===== src/rtl/srio_nwr_packetizer.sv =====
// Segments a length-tagged 64-bit payload stream into SRIO NWRITE packets.
// Each packet is one HELLO header beat followed by up to MAX_BYTES of
// payload beats. The payload beats pass straight through to the ireq
// AXI-Stream port.
//
// Ports:
//   clk_srio, reset_srio      clock, asynchronous active-high reset
//   base_addr_in, length_in   frame start address and byte count,
//                             sampled when the frame starts
//   nwr_req_in, first_in      frame start markers on the first beat
//   data_in, valid_in,        upstream payload stream; keep_in is used
//   keep_in, last_in,         on the frame's final beat only
//   ready_out
//   ireq_*                    SRIO core request stream; tuser is constant
//   busy_out                  high whenever a frame is in progress
//   err_out                   one-cycle pulse on a framing or length error
module srio_nwr_packetizer #(
    parameter int unsigned MAX_BYTES = 256,
    parameter logic [15:0] SRC_ID    = 16'h0001,
    parameter logic [15:0] DEST_ID   = 16'h00FF,
    parameter logic [1:0]  PRIO      = 2'b01
) (
    input  logic        clk_srio,
    input  logic        reset_srio,
    input  logic [33:0] base_addr_in,
    input  logic        nwr_req_in,
    input  logic [15:0] length_in,
    input  logic [63:0] data_in,
    input  logic        valid_in,
    input  logic        first_in,
    input  logic [7:0]  keep_in,
    input  logic        last_in,
    output logic        ready_out,
    output logic [63:0] ireq_tdata,
    output logic        ireq_tvalid,
    output logic [7:0]  ireq_tkeep,
    output logic        ireq_tlast,
    output logic [31:0] ireq_tuser,
    input  logic        ireq_tready,
    output logic        busy_out,
    output logic        err_out
);

    localparam int unsigned BEAT_W = $clog2(MAX_BYTES / 8) + 1;
    localparam int unsigned SEG_W  = 9;

    localparam logic [1:0] S_IDLE   = 2'd0;
    localparam logic [1:0] S_HEADER = 2'd1;
    localparam logic [1:0] S_DATA   = 2'd2;
    localparam logic [1:0] S_DROP   = 2'd3;

    logic [1:0]        state, state_d;
    logic [15:0]       rem, rem_d;
    logic [33:0]       addr, addr_d;
    logic [7:0]        tid, tid_d;
    logic [BEAT_W-1:0] beat_cnt, beat_cnt_d;
    logic              err_q, err_d;

    logic [SEG_W-1:0]  seg_c;
    logic [BEAT_W-1:0] seg_beats_c;
    logic              pkt_end_c;
    logic              frame_end_c;
    logic              accept_c;
    logic              start_c;
    logic [15:0]       rem_after_c;
    logic [63:0]       header_c;

    // Current segment is derived from the remaining byte count, so it stays
    // valid through both the header and the data phase of a packet.
    assign seg_c       = (rem > 16'(MAX_BYTES)) ? SEG_W'(MAX_BYTES) : SEG_W'(rem);
    assign seg_beats_c = BEAT_W'((seg_c + SEG_W'(7)) >> 3);
    assign pkt_end_c   = (beat_cnt == seg_beats_c - BEAT_W'(1));
    assign frame_end_c = pkt_end_c && (rem <= 16'(MAX_BYTES));
    assign accept_c    = (state == S_DATA) && valid_in && ireq_tready;
    assign start_c     = valid_in && (first_in || nwr_req_in);
    assign rem_after_c = rem - 16'(seg_c);

    assign header_c = {tid, 4'h5, 4'h4, 1'b0, PRIO, 1'b0,
                       8'(seg_c - SEG_W'(1)), 2'b00, addr};

    assign ireq_tuser = {SRC_ID, DEST_ID};
    assign busy_out   = (state != S_IDLE);
    assign err_out    = err_q;

    // State and datapath registers
    always_ff @(posedge clk_srio or posedge reset_srio) begin
        if (reset_srio) begin
            state    <= S_IDLE;
            rem      <= '0;
            addr     <= '0;
            tid      <= '0;
            beat_cnt <= '0;
            err_q    <= 1'b0;
        end else begin
            state    <= state_d;
            rem      <= rem_d;
            addr     <= addr_d;
            tid      <= tid_d;
            beat_cnt <= beat_cnt_d;
            err_q    <= err_d;
        end
    end

    // Next-state and bookkeeping
    always_comb begin
        state_d    = state;
        rem_d      = rem;
        addr_d     = addr;
        tid_d      = tid;
        beat_cnt_d = beat_cnt;
        err_d      = 1'b0;
        case (state)
            S_IDLE: begin
                if (start_c) begin
                    rem_d  = length_in;
                    addr_d = base_addr_in;
                    if (length_in == 16'd0) begin
                        err_d   = 1'b1;
                        state_d = S_DROP;
                    end else begin
                        state_d = S_HEADER;
                    end
                end
            end
            S_HEADER: begin
                if (ireq_tready) begin
                    state_d    = S_DATA;
                    beat_cnt_d = '0;
                end
            end
            S_DATA: begin
                if (accept_c) begin
                    beat_cnt_d = beat_cnt + BEAT_W'(1);
                    if (last_in && !frame_end_c) begin
                        // Upstream ended the frame early: close the packet here.
                        err_d   = 1'b1;
                        tid_d   = tid + 8'd1;
                        state_d = S_IDLE;
                    end else if (pkt_end_c) begin
                        rem_d  = rem_after_c;
                        addr_d = addr + 34'(MAX_BYTES);
                        tid_d  = tid + 8'd1;
                        if (frame_end_c && !last_in) begin
                            // Counted length exhausted but upstream keeps going.
                            err_d   = 1'b1;
                            state_d = S_DROP;
                        end else if (rem_after_c != 16'd0) begin
                            state_d = S_HEADER;
                        end else begin
                            state_d = S_IDLE;
                        end
                    end
                end
            end
            default: begin
                if (valid_in && last_in) begin
                    state_d = S_IDLE;
                end
            end
        endcase
    end

    // ireq outputs; DATA is a combinational pass-through of the upstream beat
    always_comb begin
        ready_out   = 1'b0;
        ireq_tvalid = 1'b0;
        ireq_tdata  = '0;
        ireq_tkeep  = '0;
        ireq_tlast  = 1'b0;
        case (state)
            S_HEADER: begin
                ireq_tvalid = 1'b1;
                ireq_tdata  = header_c;
                ireq_tkeep  = 8'hFF;
            end
            S_DATA: begin
                ready_out   = ireq_tready;
                ireq_tvalid = valid_in;
                ireq_tdata  = data_in;
                ireq_tkeep  = frame_end_c ? keep_in : 8'hFF;
                ireq_tlast  = pkt_end_c || last_in;
            end
            S_DROP: begin
                ready_out = 1'b1;
            end
            default: begin
                ready_out = 1'b0;
            end
        endcase
    end

endmodule


===== config.mk =====
export PLATFORM = sky130hd
export DESIGN_NAME = srio_nwr_packetizer
export DESIGN_NICKNAME = d
export VERILOG_FILES = /design/src/rtl/srio_nwr_packetizer.sv
export SDC_FILE = /design/constraint.sdc
export NUM_CORES = 1
export LEC_CHECK = 0
export CORE_ASPECT_RATIO = 1.5
export CORE_MARGIN = 2
export CORE_UTILIZATION = 49
export CTS_BUF_LIST = sky130_fd_sc_hd__clkbuf_8
export DETAILED_ROUTE_END_ITERATION = 12
export PLACE_DENSITY = 0.88
export SETUP_SLACK_MARGIN = 0.3
export SYNTH_ARGS = -nofsm -noshare
export SYNTH_HDL_FRONTEND = slang
export SYNTH_SLANG_ARGS = --single-unit

===== constraint.sdc =====
create_clock -name clk_srio -period 9 [get_ports clk_srio]
set_input_delay 1.35 -clock clk_srio [delete_from_list [all_inputs] [get_ports clk_srio]]
set_output_delay 1.35 -clock clk_srio [all_outputs]
set_load 0.05 [all_outputs]

==> results of run 1 <==
[cells in the mapped netlist (20+ instances only)]
| library cell | count | area (um2) |
|---|---|---|
| a21oi_1 | 30 | 150 |
| a22oi_1 | 50 | 375 |
| and2_1 | 27 | 169 |
| buf_4 | 33 | 248 |
| clkbuf_1 | 41 | 154 |
| dfrtp_1 | 67 | 1680 |
| inv_1 | 30 | 113 |
| nand2_1 | 48 | 180 |
| nand3_1 | 26 | 130 |
| nor2_1 | 47 | 176 |
| nor2b_1 | 52 | 325 |
| o21a_1 | 20 | 150 |
| o21ai_0 | 45 | 225 |
[final timing paths]
| path | end | startpoint | cells past startpoint |
|---|---|---|---|
| max reg2reg | addr[19]$_DFFE_PP0P_ | rem[5]$_DFFE_PP0P_ | 20 |
| min reg2reg | tid[7]$_DFFE_PP0P_ | tid[7]$_DFFE_PP0P_ | 1 |
| max in group asynchronous | beat_cnt[1]$_DFFE_PP0P_ | reset_srio | 3 |
| min | tid[7]$_DFFE_PP0P_ | tid[7]$_DFFE_PP0P_ | 1 |
| min in group asynchronous | rem[15]$_DFFE_PP0P_ | reset_srio | 3 |
| max | ireq_tkeep[7] | rem[5]$_DFFE_PP0P_ | 19 |
[critical path, delay by kind of cell, from the launching register on]
kind / cells / cell delay [ns]
xor+xnor: 2 / 0.33
fa+ha+maj: 2 / 0.60
flops: 1 / 0.55
buf+inv: 1 / 0.70
simple gates: 8 / 2.19
compound gates: 6 / 1.38
[placed cells by master (no fill, tap or decap), types with 10 or more instances in the layout]
cell / n
and3_1: 11
o21ai_0: 45
and2_1: 27
clkbuf_8: 11
nand4_1: 17
a22oi_1: 50
xor2_1: 12
xnor2_1: 16
clkdlybuf4s50_1: 205
nand2_1: 48
conb_1: 33
a21oi_1: 30
o21a_1: 20
dfrtp_1: 67
a221o_1: 10
nor2_1: 47
nor2b_1: 52
inv_1: 32
nand2b_1: 11
nand3_1: 26
[power breakdown]
part | switching [mW] | internal, mW
Combinational | 1.16 | 0.715
Clock | 0.116 | 0.111
Sequential | 0.201 | 0.427
[metrics by stage]
stage	power, mW	setup slack [ns]	area, um2
floorplan	1.96	2.86	6090
global placement	2.47	2.06	7920
detailed placement	2.50	1.94	7920
CTS	2.73	1.55	8090
global route	2.89	1.14	8090
finish	2.73	1.53	8090
[metal layers]
layer | GRT usage [%] | vias to the layer above | part of all wire [%]
li1 | - | 2984 | -
met1 | 32.9 | 2976 | 38
met2 | 49.7 | 272 | 52
met3 | 3.84 | 48 | 5.8
met4 | 13.7 | 0 | 4.2
met5 | 0 | - | 0
[logic make-up (layout without fill, tap and decap cells)]
family                   after synthesis  after routing  synth area share (%)
AND/OR/NAND/NOR                      273            273                  24.6
AO/OA/AOI/OAI                        239            239                  28.4
buffers and inverters                118            258                  10.1
flip-flops                            67             67                  28.1
XOR/XNOR                              28             28                  4.10
multiplexers                          13             13                  2.28
adder cells (fa/ha/maj)               11             11                  2.26
other                                  2             33                 0.126
[flip-flops by register name (all words and copies together) (netlist names)]
signal	flops
err_out	1
addr	34
tid	8
state	2
rem	16
beat_cnt	6
[area by class of cell]
| cell class | count | area [um2] | area share, % |
|---|---|---|---|
| Clock buffer | 11 | 151 | 1.87 |
| Clock inverter | 5 | 21.3 | 0.263 |
| Inverter | 30 | 113 | 1.39 |
| Multi-Input combinational cell | 597 | 3830 | 47.4 |
| Sequential cell | 67 | 1680 | 20.7 |
| Tap cell | 153 | 191 | 2.37 |
| Timing Repair Buffer | 212 | 2100 | 26.0 |
==> impl_metrics.json, run 1 <==
{
  "gp_congestion": 0.922,
  "die_y_um": 139,
  "synth_top_flop_cell": "dfrtp_1",
  "r2r_slack_ns": 3.21,
  "cp_cell_sequence": "or4_1 -> o21ai_2 -> and2_1 -> nand2_1 -> ha_1 -> nand2b_1 -> nand2_1 -> xnor2_1 -> nand2_1 -> ha_1 -> xor2_1 -> or3b_2 -> nor3b_1 -> a31oi_1 -> o21ai_1 -> o211ai_2 -> o21a_1 -> o21a_1 -> clkdlybuf4s50_1",
  "io_buffer_count": 205,
  "clk_path_buf_depth": 2,
  "maxCapViolCount": 0,
  "clk_pin_slew_ns": 0.07,
  "cp_max_fo": 15,
  "tns_ns": 0,
  "numCtsBuffers": 9,
  "ys_ff_latch": 67,
  "die_w_um": 94.2,
  "crit_slowest_cell": "clkdlybuf4s50_1",
  "area_growth_pct": 35.3,
  "yosys.cell_types.count": 74,
  "crit_type": "flop to output pin",
  "num-nets-final": 1056,
  "drt_wl_total_um": 18800,
  "grt_pass1_vias": 5956,
  "hold_path.class": "flop to flop",
  "rsz0062_at_grt": "no",
  "htreeDepth": 3,
  "grt_max_degree": 68,
  "relSlewSlack_pct": 31.7,
  "start_kind": "flop",
  "fin_util_pct": 67.7,
  "finClkSkew_ns": 0.0135,
  "post-cts-setup-buffers": 0,
  "crit_required_ns": 7.65,
  "cts_sinks": 67,
  "dp.final_hpwl_um": 13600,
  "grt_pass1_wl_um": 29600,
  "dr_total_vias": 6280,
  "grt_overflow": 0,
  "fin_crit_sh_pct": 83.0,
  "setup_viol": 0,
  "synth_area_um2": 5980,
  "worst_pin_slew_ns": 1.01,
  "std_cell_rows": 49,
  "coreArea_um2": 12000,
  "synth-seq-area-share_pct": 28.1,
  "synth_edf_count": 0,
  "power.leakage_nw": 3.21,
  "syn_inst": 751,
  "ios": 238,
  "cts_tree": "built",
  "critical_path.max_stage_delay_ns": 0.70,
  "fillCellCount": 999,
  "slew_viol_final": 0,
  "async_flop_share_pct": 100,
  "fin_crit_ns": 7.47,
  "finalNonFillerCells": 1075,
  "max_freq_mhz": 134,
  "antenna_found_initial": 0,
  "cp_common_cell": "nand2_1",
  "die_area_um2": 13100,
  "cts_resized": 0,
  "initial_core_util_pct": 50.0,
  "dp.cells": 1059,
  "clock_latency_ns": 0.35,
  "hold_slack_ns": 0.491,
  "clock-root-buffer": "clkbuf_8",
  "diodes": 0,
  "postRouteAntennaNets": 0,
  "crit_path_end_kind": "output pin",
  "routedWlPerCell_um": 17.5,
  "dr.pass1.iters": 5,
  "yosys_warnings": 0,
  "drt_iter0_drc": 353,
  "status": "complete, no violations",
  "cts_hold_buf": 0,
  "p_per_area_nw_per_um2": 337,
  "irDropWorstVdd_mv": 0.202,
  "globalRouteTotalUtil_pct": 28.1,
  "avgSynthCellArea_um2": 7.96,
  "routed_via_density": 5.84,
  "arrival_ns": 6.12,
  "drc": 0,
  "hold_viol": 0,
  "final_layout_size_suffix_gt1_share_pct": 4.45
}
No activity file was read; power rests on OpenSTA's default activity.
==> run 2: changes to the inputs <==
CORE_UTILIZATION = 46   (was 49)
PLACE_DENSITY = 0.83   (was 0.88)
clock period = 7.2 ns   (was 9 ns; I/O delays follow)
==> impl_metrics.json, run 2 (same netlist as run 1, synthesis figures left out) <==
{
  "status": "complete, no violations",
  "maxCapViolCount": 0,
  "post_dp_cell_area_um2": 7960,
  "clock_latency_ns": 0.35,
  "fillCellCount": 1133,
  "top_regs": "addr x34, rem x16, tid x8",
  "dr_total_vias": 6243,
  "p_per_area_nw_per_um2": 426,
  "relSlewSlack_pct": 33.3,
  "initial_core_util_pct": 46.6,
  "num-nets-final": 1061,
  "p_switching_mw": 1.85,
  "numCtsBuffers": 9,
  "std_cell_rows": 51,
  "die_w_um": 97.1,
  "final_area_um2": 8210,
  "cp_max_fo": 12,
  "clock-root-buffer": "clkbuf_8",
  "routedWlPerCell_um": 17.4,
  "routed_via_density": 5.75,
  "slew_viol_final": 0,
  "mostFrequentLayoutCells": "clkdlybuf4s50_1, dfrtp_1, nor2b_1",
  "critical_path.max_stage_delay_ns": 0.59,
  "cts_hold_buf": 0,
  "crit_type": "flop to output pin",
  "irDropWorstVdd_mv": 0.236,
  "arrival_ns": 5.36,
  "power.leakage_nw": 3.38,
  "coreArea_um2": 12800,
  "dr.pass1.iters": 6,
  "max_freq_mhz": 155,
  "start_kind": "flop",
  "dp.final_hpwl_um": 13900,
  "setup_viol": 0,
  "fin_util_pct": 64.0,
  "combinationalPowerShare_pct": 68.3,
  "io_buffer_count": 205,
  "cp_cell_sequence": "or4_4 -> o21ai_2 -> and2_1 -> nand2_1 -> ha_1 -> nand2b_1 -> nand2_1 -> xnor2_1 -> nand2_1 -> ha_1 -> xor2_1 -> or3b_2 -> nor3b_1 -> a31oi_1 -> o21ai_1 -> o211ai_2 -> o21a_1 -> o21a_1 -> dlymetal6s2s_1",
  "finClkSkew_ns": 0.0140,
  "clk_pin_slew_ns": 0.08,
  "crit_path_end_kind": "output pin",
  "mostFrequentLayoutCell": "clkdlybuf4s50_1",
  "intPower_mw": 1.64,
  "cts_sinks": 67,
  "hold_viol": 0,
  "p_sw_share_pct": 53.0,
  "hold_path.class": "flop to flop",
  "fin_crit_ns": 6.44,
  "drt_wl_total_um": 18900,
  "tns_ns": 0,
  "max_flop_register": "addr",
  "postRouteAntennaNets": 0,
  "fin_crit_sh_pct": 89.4,
  "clk_path_buf_depth": 2,
  "diodes": 0,
  "die_area_um2": 13900,
  "area_growth_pct": 37.3,
  "largest_reg_flops": 34,
  "cts_tree": "built",
  "grt_max_degree": 68,
  "crit_slowest_cell": "or4_4",
  "post-cts-setup-buffers": 0,
  "power_mw": 3.49,
  "final_layout_size_suffix_gt1_share_pct": 5.29,
  "grt_pass1_vias": 6001,
  "p_seq_share_pct": 21.5,
  "htreeDepth": 3,
  "ios": 238,
  "die_y_um": 144,
  "crit_required_ns": 6.12,
  "rsz0062_at_grt": "no",
  "drt_iter0_drc": 302,
  "drc": 0,
  "pwr-share-clk_pct": 10.2,
  "globalRouteTotalUtil_pct": 26.5,
  "worst_pin_slew_ns": 1.00,
  "antenna_found_initial": 0,
  "grt_pass1_wl_um": 30200,
  "grt_overflow": 0,
  "cp_common_cell": "nand2_1",
  "gp_congestion": 0.933
}
==> run 2: changes by cell type in the layout (fill, tap and decap cells not counted) <==
cell,delta
clkdlybuf4s50_1,-9
dlymetal6s2s_1,+9
buf_4,+5
inv_1,-3
bufinv_16,+2
clkinvlp_4,+2
clkbuf_8,-1
clkinv_2,-1
clkinv_4,+1
==> run 2: layout make-up <==
cell class | instances | area (um2) | area share, %
Clock buffer | 10 | 138 | 1.68
Multi-Input combinational cell | 597 | 3830 | 46.7
Tap cell | 159 | 199 | 2.42
Sequential cell | 67 | 1680 | 20.4
Timing Repair Buffer | 217 | 2160 | 26.4
Inverter | 30 | 113 | 1.37
Clock inverter | 6 | 88.8 | 1.08
==> run 2: worst max-delay path, delay by kind of cell, from the launching register on <==
family	cells	cell delay [ns]
adder cells (fa/ha/maj)	2	0.58
XOR/XNOR	2	0.30
buffers and inverters	1	0.31
AND/OR/NAND/NOR	8	1.94
AO/OA/AOI/OAI	6	1.36
flip-flops	1	0.51
==> run 2: per-stage QoR <==
step | instances | worst slack (ns) | hold slack [ns]
after floorplan | 782 | 1.33 | 0.446
after global placement | 1070 | 0.845 | 0.483
after detailed placement | 1070 | 0.801 | 0.500
after CTS | 1086 | 0.401 | 0.514
after global routing | 1086 | 0.434 | 0.526
final | 1086 | 0.762 | 0.513
==> run 2: power by group through the flow <==
| stage | Combinational, mW | Clock (mW) | Sequential, mW |
|---|---|---|---|
| 2_1_floorplan | 1.77 | 0 | 0.672 |
| 3_3_place_gp | 2.37 | 0 | 0.748 |
| 3_5_place_dp | 2.39 | 0 | 0.752 |
| 4_1_cts | 2.39 | 0.364 | 0.746 |
| 5_1_grt | 2.56 | 0.383 | 0.780 |
| 6_report | 2.39 | 0.358 | 0.752 |
==> run 2: final timing paths <==
path / start / cells past startpoint / slack (ns) / endpoint
hold / removal: tid[7]$_DFFE_PP0P_ / 1 / 0.51 / tid[7]$_DFFE_PP0P_
max in group asynchronous: reset_srio / 3 / 5.30 / tid[3]$_DFFE_PP0P_
setup / recovery: rem[2]$_DFFE_PP0P_ / 19 / 0.76 / ireq_tkeep[2]
min in group asynchronous: reset_srio / 3 / 1.30 / rem[1]$_DFFE_PP0P_
hold reg to reg: tid[7]$_DFFE_PP0P_ / 1 / 0.51 / tid[7]$_DFFE_PP0P_
setup reg to reg: rem[2]$_DFFE_PP0P_ / 20 / 1.62 / rem[3]$_DFFE_PP0P_
==> run 2: what timing repair did <==
action	in CTS	in global routing
endpoints found under the hold margin	0	0
gates resized for setup	0	9
endpoints found under the setup margin	0	9
==> run 2: layer usage <==
| layer | GRT usage (%) | wire (um) | share of wire (%) | vias to the layer above |
|---|---|---|---|---|
| li1 | - | - | - | 2995 |
| met1 | 30.3 | 7290 | 39 | 2956 |
| met2 | 50.3 | 10200 | 54 | 257 |
| met3 | 3.60 | 940 | 5.0 | 35 |
| met4 | 9.27 | 476 | 2.5 | 0 |
| met5 | 0 | 0 | 0 | - |
==> run 3: changes to the inputs <==
REMOVE_ABC_BUFFERS = 1   (was not set)
==> impl_metrics.json, run 3 (same netlist as run 1, synthesis figures left out) <==
{
  "std_cell_rows": 51,
  "hold_viol": 0,
  "slew_viol_final": 0,
  "r2r_slack_ns": 1.58,
  "tns_ns": 0,
  "drt_iter0_drc": 436,
  "die_area_um2": 13900,
  "dr_total_vias": 6289,
  "hold_path.class": "flop to flop",
  "crit_type": "flop to output pin",
  "io_buffer_count": 205,
  "cts_hold_buf": 0,
  "cp_max_fo": 10,
  "grt_max_degree": 90,
  "finalNonFillerCells": 1084,
  "drt_wl_total_um": 18800,
  "grt_overflow": 0,
  "clk_path_buf_depth": 2,
  "crit_path_end_kind": "output pin",
  "min_to": "tid[7]$_DFFE_PP0P_",
  "top_regs": "addr x34, rem x16, tid x8",
  "mostFrequentLayoutCells": "clkdlybuf4s50_1, dfrtp_1, nor2b_1",
  "dp.final_hpwl_um": 13500,
  "power_mw": 3.38,
  "fin_crit_ns": 6.64,
  "fin_util_pct": 63.3,
  "final_area_um2": 8130,
  "postRouteAntennaNets": 0,
  "num-nets-final": 1059,
  "power.leakage_nw": 3.25,
  "coreArea_um2": 12800,
  "grt_pass1_vias": 5988,
  "cp_cell_sequence": "or4_1 -> o21ai_2 -> and2_1 -> nand2_1 -> ha_1 -> nand2b_1 -> nand2_1 -> xnor2_1 -> nand2_1 -> ha_1 -> xor2_1 -> or3b_2 -> nor3b_1 -> a31oi_1 -> o21ai_1 -> o211ai_4 -> o21a_1 -> o21a_1 -> dlygate4sd2_1",
  "die_y_um": 144,
  "clock-root-buffer": "clkbuf_8",
  "r2r-end": "addr[13]$_DFFE_PP0P_",
  "p_per_area_nw_per_um2": 416,
  "rsz0062_at_grt": "no",
  "crit_family": "simple AND/OR/NAND/NOR gates",
  "numCtsBuffers": 9,
  "r2r_cells": 20,
  "final_layout_size_suffix_gt1_share_pct": 4.97,
  "globalRouteTotalUtil_pct": 26.4,
  "start_kind": "flop",
  "fin_ws_ns": 0.555,
  "cts_sinks": 67,
  "crit_required_ns": 6.12,
  "setup_viol": 0,
  "critical_path.max_stage_delay_ns": 0.62,
  "htreeDepth": 3,
  "dr.pass1.iters": 5,
  "mostFrequentLayoutCell": "clkdlybuf4s50_1",
  "initial_core_util_pct": 46.6,
  "crit_buf_inv": 1,
  "routed_via_density": 5.80,
  "relSlewSlack_pct": 29.2,
  "arrival_ns": 5.56,
  "ios": 238,
  "drc": 0,
  "dp.cells": 1068,
  "worst_pin_slew_ns": 1.06,
  "cp_common_cell": "nand2_1",
  "max_flop_register": "addr",
  "grt_pass1_wl_um": 30000,
  "dp_slack_ns": 0.644,
  "post-cts-setup-buffers": 0,
  "area_growth_pct": 35.9,
  "irDropWorstVdd_mv": 0.246,
  "cts_tree": "built",
  "maxCapViolCount": 0,
  "diodes": 0,
  "die_w_um": 97.1,
  "post_dp_cell_area_um2": 7950,
  "crit_slowest_cell": "or4_1",
  "holdPathStages": 1,
  "antenna_found_initial": 0,
  "hold_slack_ns": 0.484,
  "fin_crit_sh_pct": 92.3,
  "largest_reg_flops": 34,
  "r2r-start": "rem[7]$_DFFE_PP0P_",
  "clock_latency_ns": 0.35,
  "finClkSkew_ns": 0.0113,
  "clk_pin_slew_ns": 0.08,
  "min_from": "tid[7]$_DFFE_PP0P_",
  "routedWlPerCell_um": 17.4,
  "gp_congestion": 0.919,
  "max_freq_mhz": 150,
  "status": "complete, no violations"
}
run 3: area by class of cell:
class	count	area (um2)
multi-input cells	597	3850
well taps	159	199
clock inverters	6	32.5
fillers	1150	4700
clock buffers	10	138
repair buffers	215	2120
inverters	30	113
flip-flops and latches	67	1680
run 3: worst max path at each step:
stage | from | end | slack, ns | cells after the start
global route | rem[7]$_DFFE_PP0P_ | ireq_tkeep[1] | 0.30 | 19
finish | rem[7]$_DFFE_PP0P_ | ireq_tkeep[2] | 0.56 | 19
CTS | rem[7]$_DFFE_PP0P_ | ireq_tlast | 0.32 | 19
global placement | rem[7]$_DFFE_PP0P_ | ireq_tkeep[3] | 0.77 | 19
detailed placement | rem[7]$_DFFE_PP0P_ | ireq_tkeep[2] | 0.64 | 19
floorplan | rem[5]$_DFFE_PP0P_ | ireq_tlast | 1.29 | 18
run 3: power by group:
group / internal [mW] / switching [mW] / leakage, nW / total (mW)
combinational: 0.884 / 1.47 / 2.34 / 2.36
sequential: 0.535 / 0.213 / 0.815 / 0.748
clock: 0.131 / 0.147 / 0.0970 / 0.278
run 3: timing repair:
| item | in CTS | in global routing |
|---|---|---|
| gates resized for setup | 8 | 2 |
| setup endpoints to repair | 8 | 9 |
| pin swaps | 0 | 0 |
run 3: routing by layer:
metal  GRT usage (%)  vias to the layer above  wire [um]
met3            4.72                       36       1190
met5               0                        -          0
met1            31.6                     3045       7360
li1                -                     2994          -
met2            46.1                      214       9690
met4            12.0                        0        593
run 3: worst reg2reg max path: cells and delay by family, from the launching register on:
kind	cells	cell delay, ns
AND/OR/NAND/NOR	9	2.32
AO/OA/AOI/OAI	6	1.48
adder cells (fa/ha/maj)	2	0.58
flip-flops	1	0.48
XOR/XNOR	2	0.33
buffers and inverters	1	0.33
==> RTL edit 1 (settings of run 3) <==
Register the output `err_out` once more, with the module's reset; this adds one clock of latency there. The other outputs are not delayed to match. Comments in the files are not updated.
--- a/src/rtl/srio_nwr_packetizer.sv
+++ b/src/rtl/srio_nwr_packetizer.sv
@@ -82,3 +82,9 @@
     assign busy_out   = (state != S_IDLE);
-    assign err_out    = err_q;
+    always_ff @(posedge clk_srio or posedge reset_srio) begin
+        if (reset_srio) begin
+            err_out <= '0;
+        end else begin
+            err_out <= err_q;
+        end
+    end
 
Check against the original RTL: not equivalent (a bounded check fails within 4 cycles, from zero or initial values and one cycle with reset_srio high).
==> RTL edit 1 against run 3 <==
- count of clock-buffer cells in the layout shrank 1
- hold slack lost 110 ps
- cell area grew 1.3%
- routed wire length grew 2.9%
- combinational power grew 5%
- largest power group unchanged
- critical endpoint is now ireq_tlast
- worst setup slack gained 210 ps
- synthesized area grew 1.4%
- non-clock buffer count grew 2
- largest cell class unchanged
- sequential cell count grew 1
- clock power grew 3%
- cell count grew 2.7%
- total power grew 5.7%
==> RTL edit 1: results (changes against run 3) <==
status - complete, no violations (unchanged)
multi-input combinational area share - 47.6% (was 47.4%)
post-route clock skew - 9.98 ps (was 11.3 ps)
Place WS - 719 ps (was 644 ps)
M1 GR Usage - 32.0% (was 31.6%)
sequential portion of the cell area - 20.7% (was 20.6%)
layout cells sized above 1 - 5.45% (was 4.97%)
Multi-In Gates - 628 (was 597)
met2 routed WL - 10.0 mm (was 9.69 mm)
crit path max fanout - 16 (was 10)
Pre-Repair DR Iteration Count - 6 (was 5)
First DRT Iteration DRCs - 356 (was 436)
met3 Track Usage GR - 3.09% (was 4.72%)
Switching Fraction - 55.2% (was 54.2%)
post-route worst setup slack - 765 ps (was 555 ps)
gp weighted congestion - 0.905 (was 0.919)
final non-filler cell total - 1,113 (was 1,084)
vias after detailed routing - 6,572 (was 6,289)
seq_cells - 68 (was 67)
Non-clock buffers - 217 (was 215)
worst hold margin - 371 ps (was 484 ps)
Mean Syn Cell Area - 7.78 um^2 (was 7.96 um^2)
Area after DPL - 8040 um^2 (was 7950 um^2)
GR Util met2 - 46.9% (was 46.1%)
Worst-Margin Slew - 1060 ps (about the same)
Reg area - 1700 um^2 (was 1680 um^2)
CTS resizes - 2 (was 8)
Clock Buffer Count - 9 (was 10)
WL met3 - 1.02 mm (was 1.19 mm)
RTL edit 1: cell count changes in the layout (fill, tap and decap cells not counted), sizes merged, moves of 9 or more:
cell / run 3 / this run
a21oi: 30 / 40
and2: 28 / 18
nand2: 50 / 84
nand3: 26 / 17
nor3: 8 / 22
nor4: 5 / 17
o21ai: 49 / 29
RTL edit 1: path summary, 6_finish.rpt:
path / startpoint / to / depth (start not counted)
worst min register to register: err_q / err_out / 0
worst max register to register: rem[2] / rem[4] / 19
worst min-delay path: err_q / err_out / 0
min in group asynchronous: reset_srio / addr[3] / 3
worst max-delay path: rem[2] / ireq_tlast / 18
max in group asynchronous: reset_srio / addr[19] / 3
RTL edit 1: kinds of logic (layout without fill, tap and decap cells):
logic type,Yosys count,after routing,synth area share [%]
AO/OA/AOI/OAI,219,219,25.9
multiplexers,14,14,2.44
AND/OR/NAND/NOR,331,331,28.9
flip-flops,68,68,28.1
buffers and inverters,114,258,9.48
XOR/XNOR,21,21,3.04
other,2,33,0.124
adder cells (fa/ha/maj),10,10,2.07
==> RTL edit 2 (settings of run 3) <==
Without the edit above. Change the parameter `MAX_BYTES` from 256 to 512.
--- a/src/rtl/srio_nwr_packetizer.sv
+++ b/src/rtl/srio_nwr_packetizer.sv
@@ -17,3 +17,3 @@
 module srio_nwr_packetizer #(
-    parameter int unsigned MAX_BYTES = 256,
+    parameter int unsigned MAX_BYTES = 512,
     parameter logic [15:0] SRC_ID    = 16'h0001,
Formal check against the unedited RTL: not equivalent (a bounded check fails within 4 cycles, from zero or initial values and one cycle with reset_srio high).
==> RTL edit 2 against run 3 <==
- cell area increased by 3.6%
- sequential cell count is 1 higher
- non-clock buffer count grew 1
- cell count up 2.6%
- total power is 0.98% higher
- global-route usage grew 2.4 points
- routed wire length up 13%
- worst setup slack better by 190 ps
- clock power is 24% higher
- combinational power decreased by 2%
- synthesized area is 3.6% higher
- die area rose by 3.5%
- count of clock-buffer cells in the layout did not move
- critical path type unchanged
- critical endpoint is now ireq_tkeep[7]
- highest routed layer unchanged
==> RTL edit 2: results (changes against run 3) <==
gp weighted congestion - 0.976 (was 0.919)
M1 WL - 8.23 mm (was 7.36 mm)
Multi-In Gates - 639 (was 597)
status - complete, no violations (unchanged)
Place WS - 649 ps (was 644 ps)
crit path max fanout - 9 (was 10)
number of placed cells counting well taps - 1,095 (was 1,068)
leakage power - 3.30 nW (was 3.25 nW)
Vias/cell - 6.07 (was 5.80)
worst vdd ir - 0.221 mV (was 0.246 mV)
first-pass GRT wire length - 33.9 mm (was 30.0 mm)
ClkCell Share - 2.47% (was 2.09%)
layout cells sized above 1 - 5.98% (was 4.97%)
worst skew pair latency - 370 ps (was 350 ps)
Syn Inst Count - 779 (was 751)
GR Util met2 - 49.7% (was 46.1%)
hpwl dp - 15.3 mm (was 13.5 mm)
XOR/XNOR share of the synthesized area - 3.25% (was 4.10%)
Global Route Usage Sum - 28.8% (was 26.4%)
CTS resizes - 0 (was 8)
filler cell count in the final layout - 1,114 (was 1,150)
Area after DPL - 8180 um^2 (was 7950 um^2)
inverters - 14 (was 30)
Area Overhead vs Synth - 35.9% (about the same)
routed wire length - 21.3 mm (was 18.8 mm)
vias after detailed routing - 6,748 (was 6,289)
ranking of synthesized cells by area - dfrtp_1 (27%), a22oi_1 (6.5%), nor2b_1 (5.3%) (was dfrtp_1 (28%), a22oi_1 (6.3%), nor2b_1 (5.4%))
Post-synth top cells - nand2_1 (71), dfrtp_1 (68), a22oi_1 (54), nor2b_1 (52), nor2_1 (47) (was dfrtp_1 (67), nor2b_1 (52), a22oi_1 (50), nand2_1 (48), nor2_1 (47))
Syn Std Cell Area - 6190 um^2 (was 5980 um^2)
met2 routed WL - 11.1 mm (was 9.69 mm)
sequential-to-total area share from yosys stat - 27.5% (was 28.1%)
Yosys cell types - 84 (was 74)
most common cell in the netlist - nand2_1 (was dfrtp_1)
Final Util - 64.4% (was 63.3%)
## RTL edit 2: changes by cell type in the layout (fill, tap and decap cells not counted), sizes merged, moves of 8 or more
cell | before | now
a211oi | 1 | 15
a221o | 10 | 0
and2 | 28 | 15
and3 | 11 | 23
dlygate4sd2 | 8 | 0
dlymetal6s2s | 1 | 9
inv | 31 | 15
nand2 | 50 | 71
nand4 | 17 | 9
nor3 | 8 | 23
o21a | 20 | 2
o21ai | 49 | 41
o31a | 0 | 9
## RTL edit 2: final timing paths
path	from	end	slack (ps)	cells past startpoint
setup / recovery	rem[12]	ireq_tkeep[7]	750	19
hold / removal	tid[7]	tid[7]	500	1
setup reg to reg	rem[12]	addr[12]	1810	17
hold reg to reg	tid[7]	tid[7]	500	1
max in group asynchronous	reset_srio	addr[10]	5300	3
min in group asynchronous	reset_srio	addr[2]	1280	3
## RTL edit 2: power by group
part           total (mW)  switching, mW  internal [mW]
sequential          0.758          0.225          0.533
combinational        2.31           1.46          0.849
clock               0.345          0.174          0.172
total                3.41           1.86           1.55
